==> src/rtl/seq_8.sv <==
// seq_8: programmable serial sequence detector for the CAN controller datapath.
// Latency: dout rises on the clock edge that samples the WIDTH-th matching bit.
// No backpressure. Build option SEQ8_OVERLAP_EN selects overlapping matches (default: non-overlapping).
module seq_8 #(
   parameter int               WIDTH   = 8,
   parameter logic [WIDTH-1:0] RST_PAT = '0
) (
   input  logic clk,
   input  logic rst,
   input  logic load,
   input  logic din,
   output logic dout
);

   localparam int             CW       = $clog2(WIDTH + 1);
   localparam logic [CW-1:0]  CNT_FULL = CW'(WIDTH);

   // IDLE: no pattern has been loaded since reset, so nothing is compared.
   // LOAD: the most recent edge shifted a pattern bit in.
   // FILL: collecting history bits; fewer than WIDTH valid bits so far.
   // DETECT: history is full; every new bit produces a comparison.
   typedef enum logic [1:0] {
      IDLE   = 2'd0,
      LOAD   = 2'd1,
      FILL   = 2'd2,
      DETECT = 2'd3
   } state_t;

   state_t           state, state_nxt;
   logic [WIDTH-1:0] pat, pat_nxt;
   logic [WIDTH-1:0] hist, hist_nxt;
   logic [CW-1:0]    cnt, cnt_nxt;
   logic             dout_nxt;
   logic             match;

   // Next-state logic: load always wins, otherwise shift history and compare once it is full.
   always_comb begin
      state_nxt = state;
      pat_nxt   = pat;
      hist_nxt  = hist;
      cnt_nxt   = cnt;
      dout_nxt  = 1'b0;
      match     = 1'b0;

      if (load) begin
         // MSB-first shift; a short load leaves old pattern bits in the upper positions.
         pat_nxt   = {pat[WIDTH-2:0], din};
         hist_nxt  = '0;
         cnt_nxt   = '0;
         state_nxt = LOAD;
      end else begin
         case (state)
            IDLE: begin
               state_nxt = IDLE;
            end
            LOAD, FILL, DETECT: begin
               hist_nxt  = {hist[WIDTH-2:0], din};
               cnt_nxt   = (cnt == CNT_FULL) ? cnt : cnt + 1'b1;
               match     = (cnt_nxt == CNT_FULL) && (hist_nxt == pat);
               dout_nxt  = match;
               state_nxt = (cnt_nxt == CNT_FULL) ? DETECT : FILL;
`ifdef SEQ8_OVERLAP_EN
               // Overlapping: the history window keeps sliding after a match.
`else
               // Non-overlapping: a match consumes its bits, the next one needs a fresh window.
               if (match) begin
                  hist_nxt  = '0;
                  cnt_nxt   = '0;
                  state_nxt = FILL;
               end
`endif
            end
            default: begin
               state_nxt = IDLE;
               hist_nxt  = '0;
               cnt_nxt   = '0;
            end
         endcase
      end
   end

   // State, pattern, history and the registered match pulse.
   always_ff @(posedge clk or negedge rst) begin
      if (!rst) begin
         state <= IDLE;
         pat   <= RST_PAT;
         hist  <= '0;
         cnt   <= '0;
         dout  <= 1'b0;
      end else begin
         state <= state_nxt;
         pat   <= pat_nxt;
         hist  <= hist_nxt;
         cnt   <= cnt_nxt;
         dout  <= dout_nxt;
      end
   end

endmodule

==> config.mk <==
export PLATFORM = sky130hd
export DESIGN_NAME = seq_8
export DESIGN_NICKNAME = d
export VERILOG_FILES = /design/src/rtl/seq_8.sv
export SDC_FILE = /design/constraint.sdc
export NUM_CORES = 1
export LEC_CHECK = 0
export BUFFER_PORTS_ARGS = -buffer_cell sky130_fd_sc_hd__buf_2
export CORE_MARGIN = 3
export CORE_UTILIZATION = 25
export CTS_CLUSTER_DIAMETER = 200
export DETAILED_ROUTE_END_ITERATION = 8
export SETUP_SLACK_MARGIN = 0.05
export SLEW_MARGIN = 20
export SYNTH_ARGS = -nofsm -noshare
export SYNTH_HDL_FRONTEND = slang
export SYNTH_SLANG_ARGS = --single-unit
==> constraint.sdc <==
create_clock -name clk -period 3.4 [get_ports clk]
set_clock_uncertainty 0.15 [all_clocks]
set_input_delay 0.68 -clock clk [delete_from_list [all_inputs] [get_ports clk]]
set_output_delay 0.68 -clock clk [all_outputs]
set_load 0.005 [all_outputs]
==> results of run 1 <==
[final timing paths]
check,cells past startpoint,end,from,slack (ns)
max,7,hist[2],cnt[0],1.32
min,1,pat[1],rst,0.21
max reg2reg,7,hist[2],cnt[0],1.32
min reg2reg,1,pat[7],pat[7],0.40
max in group asynchronous,1,dout,rst,2.56
min in group clk,1,pat[7],pat[7],0.40
[area by class of cell]
type,count,share of cell area (%)
flip-flops and latches,22,45.5
multi-input cells,66,40.6
well taps,50,5.17
clock buffers,3,3.41
clock inverters,1,2.48
repair buffers,4,1.65
inverters,4,1.24
[Yosys cell counts]
library cell / count / area [sq um]
sky130_fd_sc_hd__a21oi_1: 3 / 15.0
sky130_fd_sc_hd__nand3b_1: 7 / 52.6
sky130_fd_sc_hd__a211oi_2: 1 / 12.5
sky130_fd_sc_hd__o41ai_1: 2 / 17.5
sky130_fd_sc_hd__nand4b_1: 1 / 8.76
sky130_fd_sc_hd__nand4_1: 2 / 12.5
sky130_fd_sc_hd__dfrtp_1: 22 / 551
sky130_fd_sc_hd__nand3_1: 3 / 15.0
sky130_fd_sc_hd__a21o_2: 1 / 8.76
sky130_fd_sc_hd__inv_1: 4 / 15.0
sky130_fd_sc_hd__o31a_1: 1 / 8.76
sky130_fd_sc_hd__nand2_2: 1 / 6.26
sky130_fd_sc_hd__o31ai_1: 2 / 15.0
sky130_fd_sc_hd__or2_2: 1 / 6.26
sky130_fd_sc_hd__and3_2: 1 / 7.51
sky130_fd_sc_hd__mux2_2: 8 / 90.1
sky130_fd_sc_hd__nand2_1: 4 / 15.0
sky130_fd_sc_hd__xor2_1: 1 / 8.76
sky130_fd_sc_hd__xnor2_1: 9 / 78.8
sky130_fd_sc_hd__buf_6: 1 / 11.3
sky130_fd_sc_hd__nor2_1: 6 / 22.5
sky130_fd_sc_hd__o21ai_0: 1 / 5.00
sky130_fd_sc_hd__clkbuf_1: 5 / 18.8
sky130_fd_sc_hd__nor3_1: 1 / 5.00
sky130_fd_sc_hd__o32ai_1: 2 / 17.5
sky130_fd_sc_hd__and2_1: 1 / 6.26
sky130_fd_sc_hd__o22ai_1: 2 / 12.5
sky130_fd_sc_hd__ha_1: 2 / 25.0
sky130_fd_sc_hd__nand2b_1: 3 / 18.8
[layer usage]
layer	share of wire (%)	wire (microns)	GRT usage, %
met1	45	814	10.1
met2	48	860	13.0
met3	3.4	60	0.831
met4	3.0	54	5.64
met5	0	0	0
[critical path, cell delays in order (launching register included)]
cell	delay [ns]
sky130_fd_sc_hd__dfrtp_1	0.44
sky130_fd_sc_hd__inv_1	0.12
sky130_fd_sc_hd__ha_1	0.16
sky130_fd_sc_hd__nand2_2	0.08
sky130_fd_sc_hd__o31a_1	0.26
sky130_fd_sc_hd__a211oi_2	0.26
sky130_fd_sc_hd__and2_1	0.34
sky130_fd_sc_hd__o32ai_1	0.14
[sequential cells by signal (all words and copies together), names as in the netlist]
name,cells
pat,8
hist,7
cnt,4
state,2
dout,1
[stage by stage]
stage / power (mW) / std cells / setup slack [ns] / instance area [sq um]
after detailed placement: 0.426 / 146 / 1.34 / 1140
after floorplan: 0.401 / 98 / 1.55 / 1090
final: 0.659 / 150 / 1.32 / 1210
after CTS: 0.669 / 150 / 1.32 / 1210
after global routing: 0.697 / 150 / 1.15 / 1210
after global placement: 0.418 / 146 / 1.41 / 1140
[power groups by stage]
stage	registers [mW]	logic, mW	clock network (mW)
6_report	0.323	0.0958	0.240
5_1_grt	0.329	0.107	0.261
4_1_cts	0.324	0.0973	0.248
3_5_place_dp	0.329	0.0968	0
3_3_place_gp	0.326	0.0922	0
2_1_floorplan	0.322	0.0791	0
[cells by family after synthesis]
| kind of cell | Yosys count |
|---|---|
| compound gates | 15 |
| xor+xnor | 10 |
| fa+ha+maj | 2 |
| buf+inv | 10 |
| flops | 22 |
| mux | 8 |
| simple gates | 31 |
==> qor.txt, run 1 <==
==============================================================================
Status .......................................................... finished clean
Die area ........................................................ 0.00518 sq mm
Count of filler cells inserted in the layout ....................          438
Via count of the first global-routing pass ......................          729
Initial antenna violation count .................................            0
Mux cell area share after synthesis .............................        8.29%
Transition time of the tightest slew-check pin ..................     0.760 ns
Portion of the post-synthesis area used by sequential elements ..        50.6%
Cell-internal power .............................................       504 uW
Hold-fix buffers, CTS ...........................................            0
Count of vias placed by the detailed router .....................          713
Crit Path Class ................................................. flip-flop to flip-flop
Xor-xnor portion of the synthesized cell area ...................        8.06%
Number of synthesized register bits .............................           22
Overall routing resource usage ..................................        8.03%
Critical path peak fanout .......................................            8
Leak pwr ........................................................     0.478 nW
Vertical die dimension .......................................... 72.0 microns
Maximum number of pins on one net before global-route repair ....           28
Clock latency on the worst-skew pair ............................      0.26 ns
GRT Residual Overflow ...........................................            0
Fraction of layout cells with a size suffix above 1 .............        21.0%
Count of endpoints failing setup in the final report ............            0
Starting Density ................................................        26.6%
Final core utilization ..........................................        29.6%
CTS tree ........................................................        built
Worst slew margin relative to its limit .........................        49.1%
Net Sw Power ....................................................       155 uW
Detailed-route wire length ...................................... 1790 microns
Data required time at the worst endpoint ........................      3.38 ns
Worst vdd rail ir drop ..........................................     0.389 mV
Setup TNS after final layout ....................................         0 ns
Average cell area after synthesis ...............................   11.1 sq um
Total clock sinks ...............................................           22
Setup repair after global routing missed its margin .............        false
Remaining DRCs ..................................................            0
Antenna Cells ...................................................            0
Number of distinct library cells after synthesis ................           29
Kind of end point of the critical path ..........................    flip-flop
Vias/cell .......................................................         4.75
Worst hold-check path type ...................................... input port to async pin
Main combinational cell family by area after synthesis .......... simple AND/OR/NAND/NOR gates
Adder-cell area share of the yosys netlist ......................        2.30%
Most common cell after layout, fill and taps aside .............. sky130_fd_sc_hd__dfrtp_1
Depth of the CTS H-tree .........................................            1
Max-cap violations ..............................................            0
Row count .......................................................           23
Fraction of power consumed by sequential logic ..................        49.1%
Crit share post-route ...........................................        61.1%
Count of buffers from port buffering ............................            4
Antenna violation net count after detailed routing ..............            0
Width of the die ................................................ 72.0 microns
CTS clk-pin slew, worst paths ...................................      0.08 ns
Shortest clock period the worst path allows after layout ........      2.08 ns
F_max ...........................................................      482 MHz
Number of gates given a new drive strength after cts ............            0
Synthesis-to-layout area growth .................................        11.4%
Post-detail-place hpwl .......................................... 1280 microns
Global-route wire length before repair .......................... 3280 microns
First DRT Iteration DRCs ........................................           15
Worst setup SP type .............................................    flip-flop
Synthesized netlist cell count ..................................           98
Warnings from Yosys .............................................            0
Total number of nets in the final design ........................          107
Syn Std Cell Area ............................................... 0.00109 sq mm
Final GP Congestion .............................................        0.769
Clock tree root driver cell ..................................... sky130_fd_sc_hd__clkbuf_8
Buffer depth of the longest clock path ..........................            2
Number of pins with negative max-slew slack in the final report .            0
Count of final hold-check violations ............................            0
Number of buffers added by the clock tree synthesis step ........            3
Hold Worst Slack ................................................     0.212 ns
Arrival @ worst endpoint ........................................      2.06 ns
Power share of the clock group ..................................        36.4%
Area used by multi-input combinational logic ....................    492 sq um
Area taken by flip-flops and latches ............................    551 sq um
Most frequent cells in the layout ............................... 22 x sky130_fd_sc_hd__dfrtp_1, 9 x sky130_fd_sc_hd__xnor2_1, 8 x sky130_fd_sc_hd__mux2_2
Switching fraction of total power ...............................        23.5%
Simple logic cell fraction of the synthesized area ..............        16.2%
Ports placed on the boundary ....................................            5
Core outline area ............................................... 0.00409 sq mm
PD cells ........................................................  544 mW/mm^2
Combinational share of power ....................................        14.5%
WL/cell ......................................................... 11.9 microns
First-pass DRT Iterations .......................................            4
Share of the synthesized area in compound gates (AO/OA/AOI/OAI) .        10.4%
Setup fix buffers added after clock tree synthesis ..............            0
Synth Net Count .................................................          104
==============================================================================
(Power assumes the default switching activity.)
==> run 2: changes to the inputs <==
--- a/config.mk
+++ b/config.mk
@@ -5,6 +5,7 @@
 export SDC_FILE = /design/constraint.sdc
 export NUM_CORES = 1
 export LEC_CHECK = 0
+export ABC_AREA = 1
 export BUFFER_PORTS_ARGS = -buffer_cell sky130_fd_sc_hd__buf_2
 export CORE_MARGIN = 3
 export CORE_UTILIZATION = 25
==> constraint.sdc (replaced) <==
create_clock -name clk -period 1.9 [get_ports clk]
set_clock_uncertainty 0.15 [all_clocks]
set_input_delay 0.38 -clock clk [delete_from_list [all_inputs] [get_ports clk]]
set_output_delay 0.38 -clock clk [all_outputs]
set_load 0.005 [all_outputs]
==> qor.txt, run 2 <==
==============================================================================
Number of buffers added by the clock tree synthesis step ........            3
Number of gates given a new drive strength after cts ............            0
Shortest clock period the worst path allows after layout ........      1.61 ns
Post-synth EDFFs ................................................            0
Overall routing resource usage ..................................        8.54%
Register bank with the most flops ...............................          pat
Global-route wire length before repair .......................... 3700 microns
Smallest setup slack after layout ...............................     0.292 ns
Library cell with the largest summed area after synthesis ....... sky130_fd_sc_hd__dfrtp_1
Leak pwr ........................................................     0.698 nW
Number of distinct library cells after synthesis ................           21
Top cells by count, synth ....................................... 65 x sky130_fd_sc_hd__nand2_1, 24 x sky130_fd_sc_hd__inv_1, 22 x sky130_fd_sc_hd__dfrtp_1
Total number of nets in the final design ........................          173
Setup TNS after final layout ....................................         0 ns
Main combinational cell family by area after synthesis .......... simple AND/OR/NAND/NOR gates
Row count .......................................................           24
WL/cell ......................................................... 9.93 microns
Cell area after placement ....................................... 0.00126 sq mm
Worst setup SP type .............................................    flip-flop
CTS tree ........................................................        built
Reg2Reg Launch Point ............................................       cnt[0]
First-pass DRT Iterations .......................................            4
Critical path peak fanout .......................................            9
Status .......................................................... finished clean
Width of the die ................................................ 75.1 microns
Ports placed on the boundary ....................................            5
Largest registers ............................................... pat (8), hist (7), cnt (4)
Crit share post-route ...........................................        84.6%
Main flop type after synthesis .................................. sky130_fd_sc_hd__dfrtp_1
Number of synthesized register bits .............................           22
Remaining DRCs ..................................................            0
Worst vdd rail ir drop ..........................................     0.387 mV
Mux cell area share after synthesis .............................           0%
Average cell area after synthesis ...............................   7.50 sq um
Arrival @ worst endpoint ........................................      1.62 ns
Hold path startpoint ............................................          din
End of the worst register-to-register path ......................      hist[1]
Max-cap violations ..............................................            0
Most frequent cells in the layout ............................... 65 x sky130_fd_sc_hd__nand2_1, 24 x sky130_fd_sc_hd__inv_1, 22 x sky130_fd_sc_hd__dfrtp_1
Top cell type's share of synthesized area .......................        46.2%
First DRT Iteration DRCs ........................................           42
Clock tree root driver cell ..................................... sky130_fd_sc_hd__clkbuf_8
Antenna Cells ...................................................            0
Count of filler cells inserted in the layout ....................          474
Core outline area ............................................... 0.00447 sq mm
Hold path cells .................................................            3
Detailed-route wire length ...................................... 2170 microns
Clock latency on the worst-skew pair ............................      0.26 ns
Initial antenna violation count .................................            0
Synth Net Count .................................................          165
Share of the synthesized area in compound gates (AO/OA/AOI/OAI) .        5.25%
Most frequently used cell type in the post-synthesis netlist .... sky130_fd_sc_hd__nand2_1
Warnings from Yosys .............................................            0
Number of pins with negative max-slew slack in the final report .            0
Kind of end point of the critical path ..........................    flip-flop
Count of final hold-check violations ............................            0
Simple logic cell fraction of the synthesized area ..............        36.2%
Adder-cell area share of the yosys netlist ......................        2.10%
Crit Path Class ................................................. flip-flop to flip-flop
Vias/cell .......................................................         4.16
Count of buffers from port buffering ............................            4
Via count of the first global-routing pass ......................          811
Count of non-filler cells in the finished layout ................          218
Worst slew margin relative to its limit .........................        65.9%
CTS clk-pin slew, worst paths ...................................      0.08 ns
Setup repair after global routing missed its margin .............        false
Vertical die dimension .......................................... 75.1 microns
F_max ...........................................................      622 MHz
Portion of the post-synthesis area used by sequential elements ..        46.2%
Count of endpoints failing setup in the final report ............            0
Die area ........................................................ 0.00563 sq mm
Post-detail-place hpwl .......................................... 1530 microns
PD cells ........................................................  845 mW/mm^2
Starting Density ................................................        26.6%
Number of flip-flops in the largest register ....................            8
Fraction of layout cells with a size suffix above 1 .............        13.9%
Top cells by area in the synthesized netlist .................... sky130_fd_sc_hd__dfrtp_1 46%, sky130_fd_sc_hd__nand2_1 20%, sky130_fd_sc_hd__inv_1 7.6%
Syn Std Cell Area ............................................... 0.00119 sq mm
Final Instance Area ............................................. 0.00135 sq mm
Worst hold-check path type ...................................... input port to flip-flop
Most common cell after layout, fill and taps aside .............. sky130_fd_sc_hd__nand2_1
Synthesized netlist cell count ..................................          159
Total clock sinks ...............................................           22
Data required time at the worst endpoint ........................      1.91 ns
FFs w/ async S/R, synth .........................................         100%
Worst slack at placement ........................................     0.285 ns
Count of vias placed by the detailed router .....................          907
Maximum number of pins on one net before global-route repair ....           23
Depth of the CTS H-tree .........................................            1
Setup fix buffers added after clock tree synthesis ..............            0
Logic depth of the worst register-to-register path ..............            9
GRT Residual Overflow ...........................................            0
Synthesis-to-layout area growth .................................        12.8%
Final GP Congestion .............................................        0.814
Minimum setup slack among reg-to-reg paths ......................      0.29 ns
Xor-xnor portion of the synthesized cell area ...................           0%
Antenna violation net count after detailed routing ..............            0
Placed instance count ...........................................          213
Destination of the worst hold path ..............................       pat[0]
Buffer depth of the longest clock path ..........................            2
Transition time of the tightest slew-check pin ..................     0.511 ns
==============================================================================
-- run 2: cell types whose count changed after synthesis, moves of 3 or more --
cell                       previous run  this run
sky130_fd_sc_hd__xnor2_1              9         0
sky130_fd_sc_hd__inv_2                0         3
sky130_fd_sc_hd__nand3b_1             7         0
sky130_fd_sc_hd__inv_1                4        24
sky130_fd_sc_hd__nor2_1               6        12
sky130_fd_sc_hd__nor2_4               0         3
sky130_fd_sc_hd__nand3_2              0         3
sky130_fd_sc_hd__clkbuf_1             5         0
sky130_fd_sc_hd__o21ai_0              1         8
sky130_fd_sc_hd__nand2b_1             3         0
sky130_fd_sc_hd__mux2_2               8         0
sky130_fd_sc_hd__nand2_1              4        65
-- run 2: through the flow --
step / total power [mW] / util (%) / hold slack (ns)
floorplan: 0.662 / - / -0.0656
global placement: 0.700 / 28.2 / 0.243
detailed placement: 0.703 / 28.2 / 0.242
CTS: 1.15 / 30.1 / 0.211
global route: 1.20 / 30.1 / 0.238
finish: 1.14 / 30.1 / 0.217
-- run 2: kinds of logic (layout without fill, tap and decap cells) --
family | after synthesis | count (layout)
buf+inv | 30 | 37
compound gates | 12 | 12
fa+ha+maj | 2 | 2
flops | 22 | 22
simple gates | 93 | 93
-- run 2: layout make-up --
class,instances,area (sq um),share of cell area [%]
sequential,22,551,40.9
multi-input combinational,107,519,38.6
inverter,27,101,7.53
tap,52,65.1,4.84
clock buffer,3,41.3,3.07
timing repair buffer,6,37.5,2.79
clock inverter,1,30.0,2.23
-- run 2: worst max-delay path by stage --
| stage | cells past startpoint | slack (ns) | start | endpoint |
|---|---|---|---|---|
| after detailed placement | 9 | 0.28 | cnt[0] | cnt[3] |
| after CTS | 9 | 0.28 | cnt[0] | hist[4] |
| final | 9 | 0.29 | cnt[0] | hist[1] |
| after global routing | 9 | 0.18 | cnt[0] | hist[1] |
| after global placement | 9 | 0.32 | cnt[0] | hist[4] |
| after floorplan | 9 | 0.40 | cnt[0] | cnt[3] |
-- run 2: critical path, stage by stage (launching register included) --
cell                      delay, ns
sky130_fd_sc_hd__dfrtp_1       0.42
sky130_fd_sc_hd__inv_1         0.12
sky130_fd_sc_hd__ha_1          0.19
sky130_fd_sc_hd__nand3_2       0.11
sky130_fd_sc_hd__nand2_2       0.08
sky130_fd_sc_hd__nand3_2       0.08
sky130_fd_sc_hd__nor2_4        0.14
sky130_fd_sc_hd__nand2_4       0.10
sky130_fd_sc_hd__nand2_1       0.07
sky130_fd_sc_hd__nand2_1       0.04
-- run 2: repair_timing --
action	in CTS	in global routing
endpoints found under the setup margin	0	0
hold endpoints to repair	22	0
hold buffers	1	0
-- run 2: per-layer routing --
metal / vias to the layer above / global-route usage, % / share of wire [%] / wire length [microns]
met5: - / 0 / 0 / 0
met4: 0 / 1.19 / 0.55 / 12
met3: 2 / 3.20 / 2.6 / 56
met2: 6 / 12.8 / 43 / 924
met1: 410 / 12.0 / 54 / 1170
li1: 489 / - / - / -
-- run 2: report_power, final --
part | total (mW) | internal (mW) | switching, mW | leakage, nW
Sequential | 0.531 | 0.503 | 0.0280 | 0.291
Clock | 0.443 | 0.281 | 0.162 | 0.0357
Combinational | 0.162 | 0.0556 | 0.107 | 0.372
==> run 3: changes to the inputs <==
==> constraint.sdc (replaced) <==
create_clock -name clk -period 1.6 [get_ports clk]
set_clock_uncertainty 0.15 [all_clocks]
set_input_delay 0.32 -clock clk [delete_from_list [all_inputs] [get_ports clk]]
set_output_delay 0.32 -clock clk [all_outputs]
set_load 0.005 [all_outputs]
==> qor.txt, run 3 (synthesis results as in run 2) <==
==============================================================================
Largest registers ............................................... pat (8), hist (7), cnt (4)
Crit Path Class ................................................. flip-flop to flip-flop
GRT Residual Overflow ...........................................            0
Setup repair after global routing missed its margin .............         true
Antenna violation net count after detailed routing ..............            0
Remaining DRCs ..................................................            0
Global-route wire length before repair .......................... 3780 microns
Count of filler cells inserted in the layout ....................          475
Antenna Cells ...................................................            0
Status .......................................................... finished, violations left
Maximum number of pins on one net before global-route repair ....           23
Data required time at the worst endpoint ........................      1.62 ns
PD cells ........................................................  978 mW/mm^2
Max-cap violations ..............................................            0
Setup TNS after final layout ....................................   -0.0323 ns
Worst hold-check path type ...................................... input port to flip-flop
Number of pins with negative max-slew slack in the final report .            0
Most frequent cells in the layout ............................... 63 x sky130_fd_sc_hd__nand2_1, 22 x sky130_fd_sc_hd__inv_1, 22 x sky130_fd_sc_hd__dfrtp_1
Depth of the CTS H-tree .........................................            1
F_max ...........................................................      621 MHz
Transition time of the tightest slew-check pin ..................     0.529 ns
Kind of end point of the critical path ..........................    flip-flop
Detailed-route wire length ...................................... 2190 microns
Total clock sinks ...............................................           22
Hold path cells .................................................            3
Clock latency on the worst-skew pair ............................      0.26 ns
Buffer depth of the longest clock path ..........................            2
CTS tree ........................................................        built
First-pass DRT Iterations .......................................            4
Count of endpoints failing setup in the final report ............            3
Worst vdd rail ir drop ..........................................     0.465 mV
Ports placed on the boundary ....................................            5
Via count of the first global-routing pass ......................          833
Destination of the worst hold path ..............................       pat[0]
Register bank with the most flops ...............................          pat
Die area ........................................................ 0.00563 sq mm
Shortest clock period the worst path allows after layout ........      1.61 ns
Width of the die ................................................ 75.1 microns
Leak pwr ........................................................     0.720 nW
Smallest setup slack after layout ...............................   -0.0109 ns
Vias/cell .......................................................         4.17
WL/cell ......................................................... 9.77 microns
Synthesis-to-layout area growth .................................        17.3%
Worst slew margin relative to its limit .........................        64.8%
Row count .......................................................           24
Hold path startpoint ............................................          din
Clock tree root driver cell ..................................... sky130_fd_sc_hd__clkbuf_8
CTS clk-pin slew, worst paths ...................................      0.09 ns
Number of flip-flops in the largest register ....................            8
Minimum setup slack among reg-to-reg paths ......................     -0.01 ns
Post-detail-place hpwl .......................................... 1510 microns
Most common cell after layout, fill and taps aside .............. sky130_fd_sc_hd__nand2_1
Reg2Reg Launch Point ............................................       cnt[1]
Critical path peak fanout .......................................            4
Overall power ...................................................      1.37 mW
End of the worst register-to-register path ......................      hist[5]
Starting Density ................................................        26.6%
Core outline area ............................................... 0.00447 sq mm
First DRT Iteration DRCs ........................................           44
Violations in the final reports ................................. negative setup slack
Number of buffers added by the clock tree synthesis step ........            3
Fraction of layout cells with a size suffix above 1 .............        20.3%
Count of buffers from port buffering ............................            4
Final GP Congestion .............................................        0.797
Vertical die dimension .......................................... 75.1 microns
Arrival @ worst endpoint ........................................      1.63 ns
Crit share post-route ...........................................         101%
Count of vias placed by the detailed router .....................          933
Initial antenna violation count .................................            0
Overall routing resource usage ..................................        8.73%
Count of final hold-check violations ............................            0
Worst setup SP type .............................................    flip-flop
Total number of nets in the final design ........................          179
Logic depth of the worst register-to-register path ..............            8
==============================================================================
run 3: cell types whose count changed in the layout (fill, tap and decap cells not counted), sizes merged:
cell / change
nand2: +1
buf: +5
run 3: repair_timing:
| item | in CTS | in global routing |
|---|---|---|
| gates resized for setup | 0 | 6 |
| endpoints found under the setup margin | 4 | 10 |
| endpoints found under the hold margin | 22 | 0 |
| hold buffers | 1 | 0 |
| pin swaps | 1 | 4 |
| cloned | 0 | 1 |
| setup buffers | 0 | 3 |
run 3: layout make-up:
| cell class | count | area, sq um | area share (%) |
|---|---|---|---|
| multi-input cells | 108 | 536 | 38.3 |
| clock buffers | 3 | 41.3 | 2.95 |
| well taps | 52 | 65.1 | 4.65 |
| repair buffers | 11 | 75.1 | 5.37 |
| clock inverters | 1 | 30.0 | 2.15 |
| flip-flops and latches | 22 | 551 | 39.4 |
| inverters | 27 | 101 | 7.25 |
run 3: critical path, cell delays in order, from the launching register on:
cell,delay [ns]
sky130_fd_sc_hd__dfrtp_1,0.42
sky130_fd_sc_hd__ha_2,0.20
sky130_fd_sc_hd__or2_1,0.22
sky130_fd_sc_hd__nand3_2,0.08
sky130_fd_sc_hd__nand2_2,0.06
sky130_fd_sc_hd__nor2_4,0.17
sky130_fd_sc_hd__nand2_2,0.11
sky130_fd_sc_hd__nand2_1,0.07
sky130_fd_sc_hd__nand2_1,0.04
run 3: worst max path at each step:
stage / start / end
final: cnt[1] / hist[5]
after floorplan: cnt[0] / cnt[3]
after global placement: cnt[0] / hist[1]
after detailed placement: cnt[0] / hist[2]
after global routing: cnt[1] / hist[2]
after CTS: cnt[0] / hist[1]
run 3: metal layers:
| metal | vias up | routed length [microns] | global-route usage (%) |
|---|---|---|---|
| met2 | 13 | 961 | 13.0 |
| met1 | 416 | 1150 | 12.7 |
| met5 | - | 0 | 0 |
| li1 | 504 | - | - |
| met3 | 0 | 72 | 2.80 |
| met4 | 0 | 0 | 1.19 |
run 3: stage by stage:
stage               cell area [sq um]  hold WS (ns)  worst slack [ns]  util (%)  cells
global route                     1400         0.176           -0.0879      31.3    224
global placement                 1280         0.176            0.0528      28.6    215
floorplan                        1190        -0.126             0.100         -    159
CTS                              1360         0.152            0.0367      30.4    220
finish                           1400         0.153           -0.0109      31.3    224
detailed placement               1280         0.183            0.0447      28.6    215
run 3: power breakdown:
group	switching, mW	leakage (nW)	total (mW)	internal (mW)
registers	0.0325	0.291	0.629	0.597
clock network	0.188	0.0357	0.522	0.334
logic	0.134	0.394	0.217	0.0830
total	0.354	0.720	1.37	1.01
